### config.mk
export PLATFORM = sky130hd
export DESIGN_NAME = memory_access_stage
export DESIGN_NICKNAME = d
export VERILOG_FILES = /design/src/rtl/memory_access_stage.sv
export SDC_FILE = /design/constraint.sdc
export NUM_CORES = 1
export LEC_CHECK = 0
export CAP_MARGIN = 20
export CORE_ASPECT_RATIO = 1.4
export CORE_MARGIN = 1.5
export CORE_UTILIZATION = 42
export CTS_CLUSTER_SIZE = 25
export DETAILED_ROUTE_END_ITERATION = 10
export GPL_ROUTABILITY_DRIVEN = 0
export GPL_TIMING_DRIVEN = 1
export PLACE_DENSITY = 0.82
export SYNTH_ARGS = -nofsm -noshare
export SYNTH_HDL_FRONTEND = slang
export SYNTH_SLANG_ARGS = --single-unit
### constraint.sdc
create_clock -name clock -period 2.4 [get_ports clock]
set_clock_uncertainty 0.15 [all_clocks]
set_input_delay 0.48 -clock clock [delete_from_list [all_inputs] [get_ports clock]]
set_output_delay 0.48 -clock clock [all_outputs]
set_load 0.01 [all_outputs]
### src/rtl/memory_access_stage.sv
// Memory-access stage between EX and WB. It holds one instruction, issues its load/store on a request/response bus and aligns the load data.
// Latency: an ALU op reaches WB one cycle after accept. A load/store reaches WB three cycles after accept, plus one cycle per bus wait.
// Backpressure: io_allow_in is low while a bus transaction is in flight or while a held result is blocked by wb_allow_in.
module memory_access_stage #(
   parameter int DATA_WIDTH             = 32,
   parameter int ADDRESS_WIDTH          = 32,
   parameter int REGISTER_ADDRESS_WIDTH = 5
) (
   input  logic                              clock,
   input  logic                              reset_n,
   input  logic                              ex_valid,
   output logic                              io_allow_in,
   input  logic [ADDRESS_WIDTH-1:0]          ex_program_count,
   input  logic [DATA_WIDTH-1:0]             ex_alu_result,
   input  logic [DATA_WIDTH-1:0]             ex_store_data,
   input  logic                              ex_memory_read,
   input  logic                              ex_memory_write,
   input  logic [1:0]                        ex_access_size,
   input  logic                              ex_load_unsigned,
   input  logic [REGISTER_ADDRESS_WIDTH-1:0] ex_destination_register,
   input  logic                              ex_register_write,
   output logic                              data_request,
   output logic                              data_write,
   output logic [ADDRESS_WIDTH-1:0]          data_address,
   output logic [DATA_WIDTH-1:0]             data_write_data,
   output logic [DATA_WIDTH/8-1:0]           data_write_strobe,
   input  logic                              data_address_ok,
   input  logic                              data_ok,
   input  logic [DATA_WIDTH-1:0]             data_read_data,
   input  logic                              wb_allow_in,
   output logic                              wb_valid,
   output logic [ADDRESS_WIDTH-1:0]          wb_program_count,
   output logic                              wb_register_write,
   output logic [REGISTER_ADDRESS_WIDTH-1:0] wb_register_address,
   output logic [DATA_WIDTH-1:0]             wb_result,
   output logic                              address_error,
   output logic                              forward_valid,
   output logic                              forward_pending,
   output logic [REGISTER_ADDRESS_WIDTH-1:0] forward_register,
   output logic [DATA_WIDTH-1:0]             forward_data
);

   localparam int LANES        = DATA_WIDTH / 8;
   localparam int OFFSET_WIDTH = $clog2(LANES);
   localparam int INDEX_WIDTH  = $clog2(DATA_WIDTH);

   typedef enum logic [1:0] {
      ST_EMPTY,
      ST_REQUEST,
      ST_WAIT,
      ST_DONE
   } state_t;

   // Held instruction and FSM state
   state_t                            r_state;
   logic                              r_busy;
   logic                              r_data_request;
   logic                              r_wb_valid;
   logic [ADDRESS_WIDTH-1:0]          r_program_count;
   logic [ADDRESS_WIDTH-1:0]          r_address;
   logic [DATA_WIDTH-1:0]             r_write_data;
   logic [LANES-1:0]                  r_write_strobe;
   logic                              r_memory_read;
   logic                              r_memory_write;
   logic [1:0]                        r_access_size;
   logic                              r_load_unsigned;
   logic [OFFSET_WIDTH-1:0]           r_offset;
   logic [REGISTER_ADDRESS_WIDTH-1:0] r_destination;
   logic                              r_register_write;
   logic                              r_address_error;
   logic [DATA_WIDTH-1:0]             r_result;

   // Accept-side decode
   logic                    w_accept;
   logic                    w_is_memory;
   logic [2:0]              w_align_mask;
   logic                    w_misaligned;
   logic [OFFSET_WIDTH-1:0] w_offset;
   logic [LANES-1:0]        w_lane_mask;
   logic [LANES-1:0]        w_store_strobe;
   logic [DATA_WIDTH-1:0]   w_store_data;

   // Response-side alignment
   logic [DATA_WIDTH-1:0]   w_read_shifted;
   logic [7:0]              w_load_bits;
   logic [INDEX_WIDTH-1:0]  w_sign_index;
   logic [DATA_WIDTH-1:0]   w_keep_mask;
   logic                    w_load_fill;
   logic [DATA_WIDTH-1:0]   w_load_data;

   // Reset gates the handshake so nothing is offered to EX while reset is asserted
   assign io_allow_in = reset_n & (~r_busy | (r_wb_valid & wb_allow_in));
   assign w_accept    = ex_valid & io_allow_in;
   assign w_is_memory = ex_memory_read | ex_memory_write;
   assign w_offset    = ex_alu_result[OFFSET_WIDTH-1:0];

   // Misalignment: address low bits must be a multiple of the access size; double needs a 64-bit datapath
   always_comb begin
      w_align_mask = 3'b000;
      case (ex_access_size)
         2'd0:    w_align_mask = 3'b000;
         2'd1:    w_align_mask = 3'b001;
         2'd2:    w_align_mask = 3'b011;
         default: w_align_mask = 3'b111;
      endcase
      w_misaligned = w_is_memory &
                     ((|(ex_alu_result[2:0] & w_align_mask)) |
                      ((ex_access_size == 2'd3) && (DATA_WIDTH < 64)));
   end

   // Store formatting: replicate the value across all lanes; the strobe selects the lanes that get written
   always_comb begin
      w_store_data = ex_store_data;
      w_lane_mask  = '1;
      case (ex_access_size)
         2'd0: begin
            w_store_data = {LANES{ex_store_data[7:0]}};
            w_lane_mask  = LANES'(1);
         end
         2'd1: begin
            w_store_data = {(LANES/2){ex_store_data[15:0]}};
            w_lane_mask  = LANES'(3);
         end
         2'd2: begin
            w_store_data = {(LANES/4){ex_store_data[31:0]}};
            w_lane_mask  = LANES'(15);
         end
         default: begin
            w_store_data = ex_store_data;
            w_lane_mask  = '1;
         end
      endcase
      w_store_strobe = w_lane_mask << w_offset;
   end

   // Load alignment: shift the addressed lanes down, then sign- or zero-fill above the access width
   always_comb begin
      w_read_shifted = data_read_data >> {r_offset, 3'b000};
      w_load_bits    = 8'd64;
      case (r_access_size)
         2'd0:    w_load_bits = 8'd8;
         2'd1:    w_load_bits = 8'd16;
         2'd2:    w_load_bits = 8'd32;
         default: w_load_bits = 8'd64;
      endcase
      // A shift by the full width clears the fill region, so full-width loads pass straight through
      w_keep_mask  = ~({DATA_WIDTH{1'b1}} << w_load_bits);
      w_sign_index = INDEX_WIDTH'(w_load_bits - 8'd1);
      w_load_fill  = ~r_load_unsigned & w_read_shifted[w_sign_index];
      w_load_data  = (w_read_shifted & w_keep_mask) | ({DATA_WIDTH{w_load_fill}} & ~w_keep_mask);
   end

   // Stage FSM: capture on accept, run the bus handshake, hold the result until WB takes it
   always_ff @(posedge clock) begin
      if (!reset_n) begin
         r_state          <= ST_EMPTY;
         r_busy           <= 1'b0;
         r_data_request   <= 1'b0;
         r_wb_valid       <= 1'b0;
         r_program_count  <= '0;
         r_address        <= '0;
         r_write_data     <= '0;
         r_write_strobe   <= '0;
         r_memory_read    <= 1'b0;
         r_memory_write   <= 1'b0;
         r_access_size    <= 2'd0;
         r_load_unsigned  <= 1'b0;
         r_offset         <= '0;
         r_destination    <= '0;
         r_register_write <= 1'b0;
         r_address_error  <= 1'b0;
         r_result         <= '0;
      end else begin
         case (r_state)
            ST_REQUEST: begin
               // Any data_ok seen here belongs to no transaction of ours and is ignored
               if (data_address_ok) begin
                  r_state        <= ST_WAIT;
                  r_data_request <= 1'b0;
               end
            end
            ST_WAIT: begin
               if (data_ok) begin
                  if (r_memory_read) begin
                     r_result <= w_load_data;
                  end
                  r_state    <= ST_DONE;
                  r_wb_valid <= 1'b1;
               end
            end
            default: begin
               // EMPTY and DONE both accept; DONE only when WB drains it in the same cycle
               if (w_accept) begin
                  r_busy           <= 1'b1;
                  r_program_count  <= ex_program_count;
                  r_address        <= ADDRESS_WIDTH'(ex_alu_result);
                  r_write_data     <= ex_memory_write ? w_store_data : '0;
                  r_write_strobe   <= ex_memory_write ? w_store_strobe : '0;
                  r_memory_read    <= ex_memory_read;
                  r_memory_write   <= ex_memory_write;
                  r_access_size    <= ex_access_size;
                  r_load_unsigned  <= ex_load_unsigned;
                  r_offset         <= w_offset;
                  r_destination    <= ex_destination_register;
                  r_register_write <= ex_register_write & ~w_misaligned;
                  r_address_error  <= w_misaligned;
                  r_result         <= ex_alu_result;
                  if (w_is_memory && !w_misaligned) begin
                     r_state        <= ST_REQUEST;
                     r_data_request <= 1'b1;
                     r_wb_valid     <= 1'b0;
                  end else begin
                     r_state        <= ST_DONE;
                     r_data_request <= 1'b0;
                     r_wb_valid     <= 1'b1;
                  end
               end else if (r_wb_valid && wb_allow_in) begin
                  r_state         <= ST_EMPTY;
                  r_busy          <= 1'b0;
                  r_wb_valid      <= 1'b0;
                  r_address_error <= 1'b0;
               end
            end
         endcase
      end
   end

   assign data_request      = r_data_request;
   assign data_write        = r_data_request & r_memory_write;
   assign data_address      = r_address;
   assign data_write_data   = r_write_data;
   assign data_write_strobe = r_write_strobe;

   assign wb_valid            = r_wb_valid;
   assign wb_program_count    = r_program_count;
   assign wb_register_write   = r_register_write;
   assign wb_register_address = r_destination;
   assign wb_result           = r_result;
   assign address_error       = r_address_error;

   // A load still on the bus has no data yet, so ID must stall on its destination
   assign forward_valid    = r_busy & r_register_write;
   assign forward_pending  = forward_valid & r_memory_read & ~r_wb_valid;
   assign forward_register = r_destination;
   assign forward_data     = r_result;

endmodule

# [Word level (Yosys, flattened, before mapping)]
# Cells that the tools add are included.
[totals] register_bits=151 input_bits=145 word_cells=105
[op_classes] add_sub_neg=1 magnitude_cmp=1 eq_ne=10 shift=3 muxes=29 n_bitwise=26 reduce_logical=18
[ops] cell="32-bit 2-to-1 mux" n=4
[ops] cell="32-bit one-hot mux with 2 select lines" n=2
[ops] cell="32-bit bitwise AND" n=2
[ops] cell="32-bit inverter" n=2
[ops] cell="32-bit OR" n=1
[ops] cell="32-bit by 7-bit left shift with 32-bit output, first input constant" n=1
[ops] cell="32-bit by 5-bit >> shifter with 32-bit output" n=1
[ops] cell="7-bit one-hot mux with 3 select lines" n=1
[ops] cell="1-bit bitwise AND" n=10
[ops] cell="1-bit 2-to-1 mux" n=10
[ops] cell="2-bit 2-to-1 mux" n=5
[ops] cell="3-bit one-hot mux with 3 select lines" n=1
[ops] cell="3-bit AND reduction" n=3
[ops] cell="2-bit == test, second input constant" n=4
[ops] cell="4-bit one-hot mux with 2 select lines" n=1
[ops] cell="1-bit inverter" n=7
[ops] cell="2-bit by 1-bit == test with 1-bit output, second input constant" n=3
[ops] cell="5-bit by 6-bit less-than comparator with 1-bit output, second input constant" n=1
[ops] cell="2-bit != test, second input constant" n=3
[ops] cell="2-bit nonzero test" n=3
[ops] cell="1-bit binary-select mux with 5-bit select" n=1
[ops] cell="5-bit by 1-bit subtractor with 5-bit output, second input constant" n=1
[ops] cell="2-bit zero test" n=2
[ops] cell="4-bit 2-to-1 mux" n=1
[ops] cell="13 further kinds" n=18

# [Logic depth before layout (Yosys ltp)]
# Gate-level depths: netlist of the first run.
[depth] depth_word=11 mapped_depth=9

# [Least setup slack after synthesis of the first run]
# No wires, ideal clock.
[synth_timing] path_kind="register to register" start="register r_state[0]" end="register r_result[15] (netlist: forward_data[15])" setup_time_ns=0.117 t_arrival_ns=1.759 setup_slack_ns=0.373 path_stages_with_launch=8 path_buffers=2 synth_period_minus_slack_ns=2.027 cell_sequence="dfxtp_1 -> inv_1 -> ha_1 -> buf_2 -> nor4bb_1 -> a21boi_2 -> buf_4 -> a32o_1"
[synth_between] elab_chain_len=3
[synth_rtl] element="start, declared" line="55" text="state_t r_state;"
[synth_rtl] element="start signal, assigned" line="156" text="r_state <= ST_EMPTY;"
[synth_rtl] element="start signal, assigned" line="178" text="r_state <= ST_WAIT;"
[synth_rtl] element="start signal, assigned" line="187" text="r_state <= ST_DONE;"
[synth_rtl] element="2-bit == test or 2-bit by 1-bit == test with 1-bit output (tied branches)" line="174" text="case (r_state)"
[synth_rtl] element="2-bit != test (no source line) (tied with other cells)"
[synth_rtl] element="4-bit AND reduction (no source line)"
[synth_rtl] element="end signal, assigned" line="185" text="r_result <= w_load_data;"
[synth_rtl] element="end signal, assigned" line="207" text="r_result <= ex_alu_result;"
[synth_rtl] element="end, declared" line="71" text="logic [DATA_WIDTH-1:0] r_result;"
# Parallel ways exist; a longest one is shown, timed or not.
# A chain may end at the register's enable or synchronous reset.

# [Final worst setup path of the first run]
[layout_timing] start="register r_register_write (netlist: wb_register_write)" end="output forward_pending"
[layout_between] elab_chain_len=3
[layout_rtl] element="start, declared" line="69" text="logic r_register_write;"
[layout_rtl] element="start signal, assigned" line="205" text="r_register_write <= ex_register_write & ~w_misaligned;"
[layout_rtl] element="1-bit bitwise AND" line="242" text="assign forward_valid = r_busy & r_register_write;"
[layout_rtl] element="1-bit bitwise AND (2 in a row)" line="243" text="assign forward_pending = forward_valid & r_memory_read & ~r_wb_valid;"
[layout_rtl] element="end, declared" line="38" text="output logic forward_pending,"
# No other way between the ends.

==> flow_summary.json, run 1 <==
{
  "status": "finished, final reports clean",
  "worst_slew_pin_slew_ps": 456,
  "cts_tree": "yes",
  "cts_root_buffer": "clkbuf_16",
  "grt_max_degree": 72,
  "drive_gt1_frac": 0.0853,
  "drc": 0,
  "setup_viol": 0,
  "hold_viol": 0,
  "startpoint_type": "register",
  "cts_made_buffers": 17,
  "mostFrequentLayoutCell": "clkdlybuf4s50_1",
  "critical_path_class": "register to output pin",
  "antenna_found_initial": 1,
  "synth_top_cell_area_share": 0.429,
  "min_path_type": "register to register",
  "grt_pass1_wl_mm": 36.8,
  "synthFlopType": "dfxtp_1",
  "die_area_sq_mm": 0.0174,
  "hold_ws_ps": 302,
  "leakagePower_nw": 3.86,
  "finalNetCount": 1296,
  "io_buffers": 326,
  "vias": 7311,
  "utilization": 0.673,
  "slowest_stage": "clkdlybuf4s50_1",
  "wl_per_cell_um": 17.5,
  "drt_iter0_drc": 413,
  "track_usage": 0.265,
  "cp-end-kind": "output pin",
  "synth_edf_count": 0,
  "clk_path_buf_depth": 2,
  "clk_latency_ps": 420,
  "ir_drop_mv": 0.518,
  "crit_chain": "and2_1 -> and3b_1 -> clkdlybuf4s50_1",
  "clk_pin_slew_ps": 60,
  "pin_count": 327,
  "dpl.hpwl_mm": 17.4,
  "overflow": 0,
  "drv_cap": 0,
  "drv_slew": 0,
  "die_w_um": 112,
  "rsz0062_at_grt": "no",
  "critical_path.max_stage_delay_ps": 570,
  "areaGrowthSynthToFinish_pct": 56.5,
  "ys.warnings.count": 0,
  "viasPerCell": 5.37,
  "htree_levels": 4,
  "clock_sinks": 149,
  "cp_max_fo": 3,
  "ys_ff_latch": 149,
  "final_cell_mix": "324 x clkdlybuf4s50_1, 215 x nand2_1, 149 x dfxtp_1",
  "start_util": 0.430,
  "ant_nets": 0,
  "yosysTopAreaCell": "dfxtp_1",
  "yosysSeqAreaShare": 0.429,
  "synth_nets": 1020,
  "die_y_um": 155,
  "slew_headroom": 0.694,
  "syn_inst": 873,
  "cp.required_ps": 1770,
  "avgSynthCellArea_sq_um": 7.97,
  "grt_pass1_vias": 7074,
  "rows": 55,
  "ys_top_cells_by_area": "dfxtp_1 43%, nand2_1 12%, a21oi_1 9.9%, mux2i_1 6.6%, buf_4 4.1%",
  "yosys.cell_types.count": 43,
  "min_period_ps": 2290,
  "core-area_sq_mm": 0.0162,
  "synthArstFlopShare": 0,
  "arrival_ps": 1660,
  "netlist_area_sq_mm": 0.00696,
  "clock.fmax_mhz": 436,
  "drt-total-wl_mm": 23.9,
  "drt-pass1-iter-count": 5,
  "fin_crit_sh": 0.956,
  "power_density_mw_per_mm2": 813
}
[cells by family after synthesis]
group / Yosys count / synth area share
simple gates: 316 / 0.194
fa+ha+maj: 2 / 0.00359
compound gates: 230 / 0.191
buf+inv: 112 / 0.0861
mux: 64 / 0.0969
flops: 149 / 0.429
[power by group]
group / switching [mW] / internal [mW]
clock: 1.03 / 1.49
combinational: 1.60 / 1.65
sequential: 0.257 / 2.82
[repair_timing]
action / CTS / global route
cloned: 0 / 0
pin swaps: 0 / 0
resized for setup: 1 / 1
buffers inserted: 0 / 0
hold buffers: 0 / 0
endpoints found under the setup margin: 1 / 1
[metal layers]
layer,vias to the layer above,part of all wire,track usage,wire length (um)
li1,3516,-,-,-
met1,3408,0.38,0.296,9160
met2,324,0.52,0.475,12400
met3,63,0.060,0.0588,1430
met4,0,0.037,0.129,887
met5,-,0,0,0
[flip-flops by register name (all words and copies together) (netlist names)]
signal	cells
data_address	32
r_memory_write	1
forward_data	32
r_busy	1
data_request	1
r_load_unsigned	1
wb_valid	1
forward_register	5
r_access_size	2
wb_register_write	1
wb_program_count	32
r_state	2
address_error	1
r_memory_read	1
data_write_data	32
data_write_strobe	4
[cells in the mapped netlist, types with 16 or more instances]
cell type  count
nand3_1       37
mux2_2        17
clkbuf_1      41
a221oi_1      16
a21oi_1      137
buf_4         38
o21ai_0       48
mux2i_1       46
buf_2         17
nand2_1      215
nor2_1        28
dfxtp_1      149
[worst paths after layout]
path	slack, ps	start	to	cells past startpoint
setup / recovery	110	wb_register_write	forward_pending	3
hold / removal	300	wb_program_count[30]	wb_program_count[30]	2
setup reg to reg	300	r_state[0]	wb_program_count[15]	7
hold reg to reg	300	wb_program_count[30]	wb_program_count[30]	2
[worst max-delay path: cells and delay by family, from the launching register on]
| family | cells | cell delay, ps |
|---|---|---|
| buf+inv | 1 | 570 |
| flops | 1 | 370 |
| simple gates | 2 | 310 |
[cell type report]
class,count,area (sq um)
Multi-Input combinational cell,612,3390
Sequential cell,149,2980
Antenna cell,1,2.50
Clock inverter,9,78.8
Clock buffer,22,474
Tap cell,199,249
Inverter,4,17.5
Timing Repair Buffer,365,3690
Fill cell,1299,5280
[stage by stage]
stage / setup slack (ps) / instance area (sq um) / power, mW / instances / setup TNS, ps
2_1_floorplan: 373 / 6960 / 4.81 / 873 / 0
3_3_place_gp: -43.5 / 10300 / 6.29 / 1329 / -105
3_5_place_dp: -127 / 10300 / 6.35 / 1329 / -8140
4_1_cts: 0.370 / 10900 / 8.89 / 1360 / 0
5_1_grt: 57.3 / 10900 / 9.27 / 1361 / 0
6_report: 106 / 10900 / 8.86 / 1361 / 0
Power figures use the tool's default switching activity.
==> run 2, diff against run 1 <==
Settings changed: CORE_ASPECT_RATIO 1.4 to default, CORE_UTILIZATION 42 to 45, PLACE_DENSITY 0.82 to 0.87.
Clock period 2.4 ns to 2.9 ns, I/O delays scaled along.
==> run 2 against run 1 <==
- worst setup slack improved by 96 ps
- wire length is 0.60% higher
- register-to-register slack better by 450 ps
- count of clock-buffer cells in the layout fell by 3
- first-iteration DRC count is 46% higher
- flip-flop and latch count unchanged
- sequential power decreased by 17%
- largest power group unchanged
- sequential share of layout area grew 0.37 points
- via count is 0.51% higher
- cell count decreased by 2.3%
- non-clock buffer count fell by 20
- total power decreased by 14%
==> flow_summary.json, run 2 (same netlist as run 1, synthesis figures left out) <==
{
  "status": "finished, final reports clean",
  "grt_pass1_vias": 7032,
  "clk_latency_ps": 420,
  "leakagePower_nw": 3.77,
  "wl_per_cell_um": 18.1,
  "die_y_um": 127,
  "io_buffers": 326,
  "placed_cells": 1298,
  "ff2ff_path_depth": 7,
  "power_density_mw_per_mm2": 707,
  "rows": 45,
  "dpl.hpwl_mm": 16.9,
  "finalPower_mw": 7.60,
  "drt_iter0_drc": 603,
  "fin_crit_sh": 0.931,
  "grt_pass1_wl_mm": 36.9,
  "cts_root_buffer": "clkbuf_16",
  "critical_path_class": "input pin to output pin",
  "grt_max_degree": 133,
  "drc": 0,
  "antenna_cells": 0,
  "track_usage": 0.288,
  "clk_path_buf_depth": 2,
  "postCtsSetupBuffers": 0,
  "cts_resized": 0,
  "drv_cap": 0,
  "min_path_type": "register to register",
  "htree_levels": 4,
  "ant_nets": 0,
  "start_util": 0.460,
  "hold_buffers": 0,
  "cts_made_buffers": 17,
  "viasPerCell": 5.52,
  "drt-total-wl_mm": 24.0,
  "cts_tree": "yes",
  "clock.fmax_mhz": 371,
  "overflow": 0,
  "clock_sinks": 149,
  "r2r-start": "r_state[0]",
  "worst_slew_pin_slew_ps": 598,
  "drt-pass1-iter-count": 5,
  "die_area_sq_mm": 0.0162,
  "areaGrowthSynthToFinish_pct": 54.4,
  "antenna_found_initial": 0,
  "cp-endpoint": "io_allow_in",
  "slew_headroom": 0.601,
  "startpoint_type": "input pin",
  "drv_slew": 0,
  "fin_cells": 1330,
  "min_period_ps": 2700,
  "drive_gt1_frac": 0.0709,
  "cp-end-kind": "output pin",
  "regToRegSetupSlack_ps": 750,
  "final_cell_mix": "326 x clkdlybuf4s50_1, 215 x nand2_1, 149 x dfxtp_1",
  "mostFrequentLayoutCell": "clkdlybuf4s50_1",
  "setup_tns_ps": 0,
  "arrival_ps": 1970,
  "pin_count": 327,
  "cp_max_fo": 6,
  "ir_drop_mv": 0.385,
  "core-area_sq_mm": 0.0151,
  "startpoint": "wb_allow_in",
  "die_w_um": 127,
  "r2r_end": "data_address[29]",
  "hold_viol": 0,
  "setup_viol": 0,
  "rsz0062_at_grt": "no",
  "finalNetCount": 1276,
  "cp.required_ps": 2170,
  "vias": 7348,
  "clk_pin_slew_ps": 60
}
==> run 2: cell count changes in the layout (fill, tap and decap cells not counted), moves of 2 or more <==
cell / change
clkinv_4: +2
buf_4: -13
inv_6: +4
buf_12: -7
clkdlybuf4s50_1: +2
clkinv_2: -5
bufinv_16: +4
clkbuf_8: -2
==> run 2: worst min-delay path by stage <==
stage | from | endpoint | slack [ps] | cells after the start
floorplan | r_memory_write | r_memory_write | 280 | 2
global placement | data_write_data[16] | data_write_data[16] | 290 | 2
detailed placement | r_memory_write | r_memory_write | 290 | 2
CTS | r_memory_write | r_memory_write | 300 | 2
global route | wb_program_count[13] | wb_program_count[13] | 320 | 2
finish | r_memory_write | r_memory_write | 300 | 2
==> run 2: power by group <==
group / internal (mW) / switching [mW] / leakage (nW) / total (mW)
logic: 1.26 / 1.31 / 2.24 / 2.57
registers: 2.34 / 0.212 / 1.21 / 2.55
clock network: 1.57 / 0.918 / 0.319 / 2.48
total: 5.16 / 2.44 / 3.77 / 7.60
==> run 2: layout make-up <==
type	count	area [sq um]
Clock inverter	13	219
Fill cell	1111	4400
Multi-Input combinational cell	612	3390
Timing Repair Buffer	345	3460
Inverter	4	17.5
Clock buffer	19	443
Sequential cell	149	2980
Tap cell	188	235
==> run 2: layer usage <==
metal  part of all wire  track usage  vias up
met5                  0            0        -
met4              0.028        0.114        0
met3              0.087       0.0871       57
met2               0.50        0.501      389
met1               0.39        0.332     3428
li1                   -            -     3474
==> run 2: through the flow <==
step	area [sq um]	utilization	hold WS [ps]	setup WS, ps
finish	10700	0.709	300	201
global route	10700	0.709	317	110
CTS	10700	0.709	301	188
detailed placement	10100	0.666	292	186
global placement	10100	0.666	287	223
floorplan	6960	-	282	858
==> run 2: critical path: stages <==
cell             delay, ps
clkdlybuf4s50_1        450
a21boi_2               350
nor2_1                  70
clkdlybuf4s50_1        510
==> run 3, diff against run 2 <==
Settings changed: CORE_ASPECT_RATIO from default to 1.4, CORE_MARGIN 1.5 to 2.
==> run 3 against run 2 <==
- total power fell by 0.88%
- fmax is 0.30% higher
- non-clock buffer count up 2
- worst setup slack better by 8.2 ps
- sequential share of layout area is essentially flat
- sequential power is essentially flat
- critical path depth is the same
- critical path type unchanged
- largest cell class unchanged
- largest power group unchanged
==> flow_summary.json, run 3 (same netlist as run 1, synthesis figures left out) <==
{
  "startpoint_type": "input pin",
  "leakagePower_nw": 3.77,
  "rows": 53,
  "drc": 0,
  "cts_tree": "yes",
  "track_usage": 0.281,
  "layout_setup_ws_ps": 210,
  "start_util": 0.462,
  "grt_pass1_wl_mm": 35.9,
  "min_period_ps": 2690,
  "postCtsSetupBuffers": 0,
  "clk_path_buf_depth": 2,
  "min_path_type": "register to register",
  "clk_pin_slew_ps": 60,
  "htree_levels": 4,
  "mostFrequentLayoutCell": "clkdlybuf4s50_1",
  "die_area_sq_mm": 0.0165,
  "grt_pass1_vias": 6851,
  "die_y_um": 151,
  "fin_crit_sh": 0.928,
  "power_density_mw_per_mm2": 701,
  "critical_path_class": "input pin to output pin",
  "slew_headroom": 0.477,
  "core-area_sq_mm": 0.0151,
  "finalNetCount": 1278,
  "fillCellCount": 1153,
  "grt_max_degree": 133,
  "drt-total-wl_mm": 24.2,
  "drt_iter0_drc": 446,
  "cts_resized": 0,
  "drt-pass1-iter-count": 5,
  "worst_slew_pin_slew_ps": 779,
  "vias": 7337,
  "dpl.hpwl_mm": 17.3,
  "setup_tns_ps": 0,
  "cts_made_buffers": 17,
  "wl_per_cell_um": 18.1,
  "hold_buffers": 0,
  "pin_count": 327,
  "cts_root_buffer": "clkbuf_16",
  "antenna_found_initial": 0,
  "clock_sinks": 149,
  "finalPower_mw": 7.53,
  "clk_latency_ps": 420,
  "final_cell_mix": "326 x clkdlybuf4s50_1, 215 x nand2_1, 149 x dfxtp_1",
  "hold_viol": 0,
  "drive_gt1_frac": 0.0726,
  "cp.required_ps": 2170,
  "die_w_um": 109,
  "drv_cap": 0,
  "ant_nets": 0,
  "arrival_ps": 1960,
  "rsz0062_at_grt": "no",
  "status": "finished, final reports clean",
  "cp-end-kind": "output pin",
  "drv_slew": 0,
  "place_ws_ps": 164,
  "viasPerCell": 5.49,
  "antenna_cells": 0,
  "overflow": 0,
  "cp_max_fo": 6,
  "setup_viol": 0,
  "areaGrowthSynthToFinish_pct": 54.5,
  "clock.fmax_mhz": 372,
  "regToRegSetupSlack_ps": 580,
  "io_buffers": 326,
  "ir_drop_mv": 0.357
}
[run 3: report_power, final]
| part | switching [mW] | internal [mW] |
|---|---|---|
| Sequential | 0.211 | 2.34 |
| Combinational | 1.32 | 1.27 |
| Clock | 0.920 | 1.48 |
[run 3: per-stage QoR]
stage / instance area (sq um) / std cells / hold WS, ps / util
2_1_floorplan: 6960 / 873 / 282 / -
3_3_place_gp: 10100 / 1304 / 288 / 0.672
3_5_place_dp: 10100 / 1304 / 296 / 0.672
4_1_cts: 10800 / 1336 / 304 / 0.714
5_1_grt: 10800 / 1336 / 322 / 0.714
6_report: 10800 / 1336 / 303 / 0.714
[run 3: critical path: stages]
cell             delay (ps)
clkdlybuf4s50_1         470
a21boi_2                350
nor2_1                   70
clkdlybuf4s50_1         490
[run 3: final cells by class]
type / instances / area [sq um] / area share
clock inverter: 13 / 195 / 0.0182
tap: 192 / 240 / 0.0223
timing repair buffer: 347 / 3480 / 0.324
inverter: 4 / 17.5 / 0.00163
sequential: 149 / 2980 / 0.277
clock buffer: 19 / 443 / 0.0412
multi-input combinational: 612 / 3390 / 0.315
[run 3: worst paths after layout]
| path | start | end | depth (start not counted) |
|---|---|---|---|
| min reg2reg | wb_program_count[26] | wb_program_count[26] | 2 |
| max reg2reg | r_state[0] | forward_data[28] | 5 |
| max | wb_allow_in | io_allow_in | 4 |
| min | wb_program_count[26] | wb_program_count[26] | 2 |
[run 3: routing by layer]
layer  GRT usage  up-vias  part of all wire
li1            -     3477                 -
met1       0.319     3430              0.37
met2       0.490      361              0.52
met3      0.0684       69             0.077
met4       0.128        0             0.036
met5           0        -                 0
